File: src/rtl/bit_stream_serializer_pkg.sv
// Shared types and constants for the bit-stream serializer and its FIFO.
package bit_stream_serializer_pkg;

  typedef enum logic {
    ST_IDLE  = 1'b0,
    ST_SHIFT = 1'b1
  } state_e;

  localparam int   DEF_WIDTH  = 8;
  localparam int   DEF_DEPTH  = 4;
  localparam logic IDLE_LEVEL = 1'b0;

endpackage

File: src/rtl/bit_stream_serializer_sync_fifo.sv
// Synchronous FIFO with registered occupancy and registered ready.
// Ready is derived from the next level so it always matches the registered level.
module sync_fifo #(
  parameter int WIDTH = 8,
  parameter int DEPTH = 4,
  localparam int LVLW = $clog2(DEPTH + 1),
  localparam int PTRW = $clog2(DEPTH)
) (
  input  logic             i_clk,
  input  logic             i_rst_n,
  input  logic             i_push,
  input  logic [WIDTH-1:0] i_data,
  input  logic             i_pop,
  output logic [WIDTH-1:0] o_data,
  output logic [LVLW-1:0]  o_level,
  output logic             o_ready
);

  logic [WIDTH-1:0] r_mem [DEPTH];
  logic [PTRW-1:0]  r_wr_ptr, r_rd_ptr;
  logic [LVLW-1:0]  r_level, w_level_nxt;
  logic             r_ready;
  logic             w_push, w_pop;

  // Requests are qualified here so neither overflow nor underflow can occur.
  assign w_push = i_push && r_ready;
  assign w_pop  = i_pop && (r_level != '0);

  always_comb begin
    w_level_nxt = r_level;
    if (w_push && !w_pop)      w_level_nxt = r_level + LVLW'(1);
    else if (!w_push && w_pop) w_level_nxt = r_level - LVLW'(1);
  end

  always_ff @(posedge i_clk) begin
    if (!i_rst_n) begin
      r_wr_ptr <= '0;
      r_rd_ptr <= '0;
      r_level  <= '0;
      r_ready  <= 1'b1;
    end else begin
      if (w_push) r_wr_ptr <= r_wr_ptr + PTRW'(1);
      if (w_pop)  r_rd_ptr <= r_rd_ptr + PTRW'(1);
      r_level <= w_level_nxt;
      r_ready <= (w_level_nxt != LVLW'(DEPTH));
    end
  end

  always_ff @(posedge i_clk) begin
    if (w_push) r_mem[r_wr_ptr] <= i_data;
  end

  assign o_data  = r_mem[r_rd_ptr];
  assign o_level = r_level;
  assign o_ready = r_ready;

endmodule

File: src/rtl/bit_stream_serializer.sv
// Parallel-to-serial front end: FIFO-buffered words shifted out MSB first,
// back to back while data is queued, idle level otherwise.
module bit_stream_serializer
  import bit_stream_serializer_pkg::*;
#(
  parameter int WIDTH = DEF_WIDTH,
  parameter int DEPTH = DEF_DEPTH,
  localparam int LVLW = $clog2(DEPTH + 1),
  localparam int CNTW = $clog2(WIDTH)
) (
  input  logic             i_clk,
  input  logic             i_rst_n,
  input  logic [WIDTH-1:0] i_din,
  input  logic             i_din_valid,
  output logic             o_din_ready,
  output logic             o_bit_out,
  output logic             o_bit_valid,
  output logic             o_last_bit,
  output logic [LVLW-1:0]  o_level
);

  state_e           r_state, w_state_nxt;
  logic [WIDTH-1:0] r_shift, w_shift_nxt;
  logic [CNTW-1:0]  r_cnt, w_cnt_nxt;
  logic             r_bit, r_vld, r_last;
  logic             w_bit_nxt, w_vld_nxt, w_last_nxt;
  logic [WIDTH-1:0] w_head;
  logic [LVLW-1:0]  w_level;
  logic             w_load;

  sync_fifo #(
    .WIDTH (WIDTH),
    .DEPTH (DEPTH)
  ) u_fifo (
    .i_clk   (i_clk),
    .i_rst_n (i_rst_n),
    .i_push  (i_din_valid),
    .i_data  (i_din),
    .i_pop   (w_load),
    .o_data  (w_head),
    .o_level (w_level),
    .o_ready (o_din_ready)
  );

  // Load from idle or at a word boundary, so consecutive words have no gap.
  assign w_load = (w_level != '0) && ((r_state == ST_IDLE) || (r_cnt == '0));

  always_ff @(posedge i_clk) begin
    if (!i_rst_n) begin
      r_state <= ST_IDLE;
      r_shift <= '0;
      r_cnt   <= '0;
      r_bit   <= IDLE_LEVEL;
      r_vld   <= 1'b0;
      r_last  <= 1'b0;
    end else begin
      r_state <= w_state_nxt;
      r_shift <= w_shift_nxt;
      r_cnt   <= w_cnt_nxt;
      r_bit   <= w_bit_nxt;
      r_vld   <= w_vld_nxt;
      r_last  <= w_last_nxt;
    end
  end

  always_comb begin
    w_state_nxt = r_state;
    case (r_state)
      ST_IDLE:  if (w_load) w_state_nxt = ST_SHIFT;
      ST_SHIFT: if (r_cnt == '0 && !w_load) w_state_nxt = ST_IDLE;
      default:  w_state_nxt = ST_IDLE;
    endcase
  end

  always_comb begin
    w_shift_nxt = r_shift;
    w_cnt_nxt   = r_cnt;
    w_bit_nxt   = IDLE_LEVEL;
    w_vld_nxt   = 1'b0;
    w_last_nxt  = 1'b0;
    if (w_load) begin
      w_shift_nxt = w_head;
      w_cnt_nxt   = CNTW'(WIDTH - 1);
      w_bit_nxt   = w_head[WIDTH-1];
      w_vld_nxt   = 1'b1;
    end else if (r_state == ST_SHIFT && r_cnt != '0) begin
      w_shift_nxt = {r_shift[WIDTH-2:0], 1'b0};
      w_cnt_nxt   = r_cnt - CNTW'(1);
      w_bit_nxt   = r_shift[WIDTH-2];
      w_vld_nxt   = 1'b1;
      w_last_nxt  = (r_cnt == CNTW'(1));
    end
  end

  assign o_bit_out   = r_bit;
  assign o_bit_valid = r_vld;
  assign o_last_bit  = r_last;
  assign o_level     = w_level;

endmodule
File: config.mk
export PLATFORM = sky130hd
export DESIGN_NAME = bit_stream_serializer
export DESIGN_NICKNAME = d
export VERILOG_FILES = /design/src/rtl/bit_stream_serializer_pkg.sv /design/src/rtl/bit_stream_serializer_sync_fifo.sv /design/src/rtl/bit_stream_serializer.sv
export SDC_FILE = /design/constraint.sdc
export NUM_CORES = 1
export LEC_CHECK = 0
export BUFFER_PORTS_ARGS = -buffer_cell sky130_fd_sc_hd__buf_2
export CAP_MARGIN = 5
export CORE_UTILIZATION = 34
export CTS_CLUSTER_SIZE = 28
export DETAILED_ROUTE_END_ITERATION = 12
export PLACE_DENSITY = 0.6
export SLEW_MARGIN = 40
export SYNTH_ARGS = -nofsm -noshare
export SYNTH_HDL_FRONTEND = slang
export SYNTH_HIERARCHICAL = 1
export SYNTH_SLANG_ARGS = --single-unit
File: constraint.sdc
create_clock -name i_clk -period 5.2 [get_ports i_clk]
set_input_delay 1.04 -clock i_clk [delete_from_list [all_inputs] [get_ports i_clk]]
set_output_delay 1.04 -clock i_clk [all_outputs]
set_load 0.1 [all_outputs]
# Yosys cells after proc, flatten, opt, wreduce, memory -nomap -nowiden
# Memory sizes are Yosys's and may differ from the RTL's. A register that Yosys moved wholly into a read port is not among the register bits.
# Index checks and enable logic that the tools add are counted.
dict set report word_totals {
  regBits 22
  latchBits 0
  ram_bits 32
  rom_bits 0
  in_bits 11
  out_inout_bits 7
  word_cells 54
  memories 1
}
# name words width read_ports rd_ports_with_merged_regs write_ports line_no
set mem_list {}
lappend mem_list {u_fifo.r_mem 4 8 1 1 1 bit_stream_serializer_sync_fifo.sv:19} ;# logic [WIDTH-1:0] r_mem [DEPTH];
dict set report classes {
  addsub 5
  mul 0
  n_div 0
  magnitude_cmp 0
  eq_ne 2
  shifts 0
  n_mux 17
  bitwise 3
  reduce_logical 16
}
# op count
set op_table {}
lappend op_table {{2-to-1 mux 7 bit} 2}
lappend op_table {{2-to-1 mux 3 bit} 4}
lappend op_table {{2-to-1 mux 1 bit} 8}
lappend op_table {{logical AND 1 bit} 7}
lappend op_table {{nonzero test 3 bit} 2}
lappend op_table {{subtractor 3 x 1 -> 3 bit (second input constant)} 2}
lappend op_table {{adder 2 x 1 -> 2 bit (second input constant)} 2}
lappend op_table {{2-to-1 mux 2 bit} 2}
lappend op_table {{adder 3 x 1 -> 3 bit (second input constant)} 1}
lappend op_table {{== test 3 x 1 -> 1 bit (second input constant)} 1}
lappend op_table {{zero test 1 bit} 3}
lappend op_table {{zero test 3 bit} 1}
lappend op_table {{!= test 3 bit (second input constant)} 1}
lappend op_table {{inverter 1 bit} 3}
lappend op_table {{OR reduction 3 bit} 1}
lappend op_table {{case mux 1 bit (2 select lines)} 1}
lappend op_table {{nonzero test 2 bit} 1}
lappend op_table {{logical OR 1 bit} 1}

# Depth between registers and ports, before layout
dict set report logic_depth {
  word_depth 8
  mapped_depth 9
  depth_no_buf 8
}

# Cells and area by module
# The synthesis kept the hierarchy.
# mod instances cells_per_inst area_each_um2 seq_area_each_um2
set modules_own_cells {}
lappend modules_own_cells {sync_fifo 1 101 1720.4 1161.1}
lappend modules_own_cells {bit_stream_serializer 1 73 640.6 280.3}

# Worst setup path before layout
# No wires, ideal clock.
dict set report synth_path {
  path_type {reg-to-reg}
  start {reg u_fifo.r_level[0], in the netlist u_fifo/o_level[0]}
  end {reg u_fifo.r_level[0], in the netlist u_fifo/o_level[0]}
  setup_ns 0.116
  arrival_time_ns 2.237
  required_ns 5.084
  setup_slack_ns 2.847
  path_stages_with_launch 8
  n_path_buf 1
  synth_period_minus_slack_ns 2.353
  cell_sequence {dfxtp_1 or3_1 buf_6 o21ai_0 inv_1 a21oi_1 or3_1 and3_1}
}
dict set report synth_between {
  elab_chain_len 6
  word_cells_on_any_way 10
  cone_classes {add/sub: 2; mux: 2; reduce/logical: 6}
}
# element line_no
set synth_lines {}
lappend synth_lines {{from (decl)} bit_stream_serializer_sync_fifo.sv:21} ;# logic [LVLW-1:0] r_level, w_level_nxt;
lappend synth_lines {{from (signal assigned)} bit_stream_serializer_sync_fifo.sv:44} ;# r_level <= w_level_nxt;
lappend synth_lines {{nonzero test 3 bit *} bit_stream_serializer.sv:46} ;# assign w_load = (w_level != '0) && ((r_state == ST_IDLE) || (r_cnt == '0));
lappend synth_lines {{logical AND 1 bit *} bit_stream_serializer.sv:46}
lappend synth_lines {{named net w_load} bit_stream_serializer.sv:29} ;# logic w_load;
lappend synth_lines {{logical AND 1 bit *} bit_stream_serializer_sync_fifo.sv:27} ;# assign w_pop = i_pop && (r_level != '0);
lappend synth_lines {{logical AND 1 bit or zero test 1 bit (tied branches)} {bit_stream_serializer_sync_fifo.sv:32, bit_stream_serializer_sync_fifo.sv:31}}
lappend synth_lines {{2-to-1 mux 3 bit or logical AND 1 bit (tied branches)} {bit_stream_serializer_sync_fifo.sv:32, bit_stream_serializer_sync_fifo.sv:31}}
lappend synth_lines {{2-to-1 mux 3 bit *} bit_stream_serializer_sync_fifo.sv:31} ;# if (w_push && !w_pop) w_level_nxt = r_level + LVLW'(1);
# The timed path passes the listed nets; every way through them passes the cells marked *.
# A chain may end at the register's enable or synchronous reset.

# Final worst setup path
dict set report layout_path {
  start {reg u_fifo.r_level[0], in the netlist u_fifo/o_level[0]}
  end {out o_level[0]}
}
# element line_no
set layout_lines {}
lappend layout_lines {{to (decl)} bit_stream_serializer.sv:19} ;# output logic [LVLW-1:0] o_level
# No word-level cell between the ends.

==> results.md <==
* Max Used Layer: met4
* Buffers plus inverters on the worst setup path at 1
* Top cell family by delay on the critical path: flip-flops
* Post-Syn Instances at around 170
* Crit path largest cell delay at about 0.52 ns
* Ys flop type: edfxtp_1
* Crit path time final at ~2.4 ns
* Layout cell share with drive strength beyond 1 at 0.233
* DR vias/cell at 5.09
* DRT Wirelength at 3.94 mm
* DR WL/cell at 14.4 um
* Clk buf depth at 2
* CTS buffer count at 5
* MaxCap Viol Count at 0
* Stages on worst setup path at 1
* P&R area growth vs syn at 10.4%
* Mean Syn Cell Area at between 10 and 15 um2
* Leakage at 0.959 nW
* Power per cell area at roughly 550 mW/mm2
* RSZ-0062 raised after global routing: no
* Total track usage at 0.123
* CP required at ~4.2 ns
* Final WS setup at approximately 2.8 ns
* Final nets at ~210
* Seq/Total Area, Yosys at 0.610
* Crit share post-route at 0.454
* WP data arrival at around 1.3 ns
* Async S/R FF share, synth at 0
* CTS tree: done
* Final hold violation count at 0
* Antenna Cells at 0
* Design area at approximately 0.0026 mm2
* Most frequent cells in the layout: edfxtp_1 (32), dfxtp_1 (24), nand2_1 (17), buf_2 (17), ha_1 (10)
* Post-CTS Resized at 0
* Distinct cells, synth at just over 40
* Warnings, synthesis at 6
* Hold Buf Count CTS at 0
* DIE AREA at approximately 0.0073 mm2
* Port bufs at 17
* First-pass DRT Iterations at 4
* Internal power at 0.855 mW
* Hold depth at 2
* Initial antenna violation count at 0
* Max Freq at between 400 and 500 MHz
* Remaining DRCs at 0
* Netlist Area Pre-Place at roughly 0.0024 mm2
* Top-Level Pins at 18
* Run status: finished clean
* Critical path's slowest cell: dfxtp_1
* Fin Setup TNS at 0 ns
* Row cnt at 30
* DP Worst Slack at between 2 and 3 ns
* Count of final setup violators at 0
* Hpwl dp at about 2.6 mm
* Footprint of the multi-input gates at roughly 850 um2
* Starting DRT DRC Count at 95
* Switching power at approximately 0.58 mW
* Hold WC Path Type: register to register
* Filler Cells Inserted at 662
* Met3 wire length at between 100 and 150 um
* Switching share of power at 0.404
* Final Max Tran Viols at 0
* Reg area at between 0.001 and 0.0015 mm2
* Post-route met1 wirelength at roughly 1.9 mm
* Vias at 1,389
* Largest net degree at the start of global routing at 25
* First-pass GRT wire length at around 6.8 mm
* Worst Setup Start Kind: register
* CTS H-tree depth at 2
* Remaining antenna violation count at 0
* Worst-Skew Late Latency at roughly 0.31 ns
* Comb power frac at 0.381
* Fin util at 0.386
* Crit Path Category: register to output port
* Global route overflow at 0
* Critical Path End Type: output port
* Core ar. at 0.00676 mm2
* Root Buffer: clkbuf_8
* Worst IR Drop VDD at about 210 uV
* Placed cell areas at 0.00251 mm2
* Crit-path max FO at 9
* Die Width at between 80 and 90 um
* Worst slew pin tran at between 0.6 and 0.7 ns
* Most common cell after layout, fill and taps aside: edfxtp_1
* Reg2reg path depth at 8
* Clock share of power at 0.174
* Yosys reg bits at 56
* Number of synthesized flops with an enable pin at 32
* Metal2 WL at about 1.9 mm
* Slew HR at 0.558
* Flop pwr share at 0.445
* Setup bufs post-CTS at 0
* CP Cell Sequence: buf_2
* Die height at ~85 um
* GPL Wtd Cong at roughly 0.74
* Vias in the first global route at around 1,400
* Post-synthesis net count at between 150 and 200
* CTS clock-pin slew for the worst setup and hold paths at around 0.11 ns
* Initial Util at 0.349
* Clock Skew at 0.0138 ns
* Clock Sinks at 56
stage by stage:
step / std cells / total power [mW] / hold WS [ns]
after floorplan: 174 / 1.11 / 0.446
after detailed placement: 265 / 1.20 / 0.465
final: 273 / 1.43 / 0.481
after global placement: 265 / 1.19 / 0.464
after CTS: 273 / 1.45 / 0.484
after global routing: 273 / 1.53 / 0.505
synth_stat cells, types with 4 or more instances:
master    instances  share of area
o31ai_1           9          0.029
a31oi_1           8          0.021
mux4_2            8          0.076
nand2_1          17          0.027
dfxtp_1          24           0.20
and2_1            4          0.011
inv_1             8          0.013
ha_1             10          0.053
and3_2            4          0.013
edfxtp_1         32           0.41
worst register-to-register path, stage by stage (launching register included):
cell     delay (ns)
dfxtp_1        0.33
inv_1          0.10
ha_1           0.20
nor2b_1        0.56
o21ai_0        0.22
inv_1          0.20
a21oi_1        0.14
or3_1          0.36
and3_1         0.16
state kept, by name (all words and copies together) (netlist names), named ones only:
signal and count:
r_state 1, u_fifo/r_wr_ptr 2, u_fifo/r_rd_ptr 2, o_bit_valid 1
o_bit_out 1, u_fifo/r_mem 32, u_fifo/o_level 3, r_shift 7
o_last_bit 1, r_cnt 3, u_fifo/o_ready 1
routing by layer:
| layer | GRT usage | vias up |
|---|---|---|
| met2 | 0.194 | 17 |
| li1 | - | 688 |
| met3 | 0.0292 | 6 |
| met1 | 0.160 | 678 |
| met4 | 0.0591 | 0 |
| met5 | 0 | - |
area by class of cell:
cell class                      count  area share
Multi-Input combinational cell    103       0.327
Inverter                            9      0.0130
Timing Repair Buffer               17      0.0326
Sequential cell                    56       0.553
Clock buffer                        5      0.0264
Clock inverter                      3      0.0101
Tap cell                           80      0.0384
power by group through the flow:
stage / Sequential, mW / Combinational, mW / Clock, mW
finish: 0.638 / 0.547 / 0.249
global placement: 0.649 / 0.543 / 0
global route: 0.655 / 0.603 / 0.275
floorplan: 0.738 / 0.368 / 0
CTS: 0.641 / 0.551 / 0.260
detailed placement: 0.650 / 0.549 / 0
final timing paths:
check / start / end / slack, ns
worst min register to register: r_shift[2]$_SDFFE_PN0P_ / r_shift[2]$_SDFFE_PN0P_ / 0.48
worst max-delay path: u_fifo/o_level[0]$_SDFF_PN0_ / o_level[0] / 2.84
worst min-delay path: r_shift[2]$_SDFFE_PN0P_ / r_shift[2]$_SDFFE_PN0P_ / 0.48
worst max register to register: r_cnt[0]$_SDFFE_PN0P_ / u_fifo/o_level[0]$_SDFF_PN0_ / 2.85
logic make-up after synthesis:
kind of cell,Yosys count,synth area share
multiplexers,9,0.0827
flip-flops,56,0.610
XOR/XNOR,3,0.0111
AND/OR/NAND/NOR,49,0.120
adder cells (fa/ha/maj),10,0.0530
AO/OA/AOI/OAI,32,0.0943
buffers and inverters,15,0.0286
(Power assumes the default switching activity.)
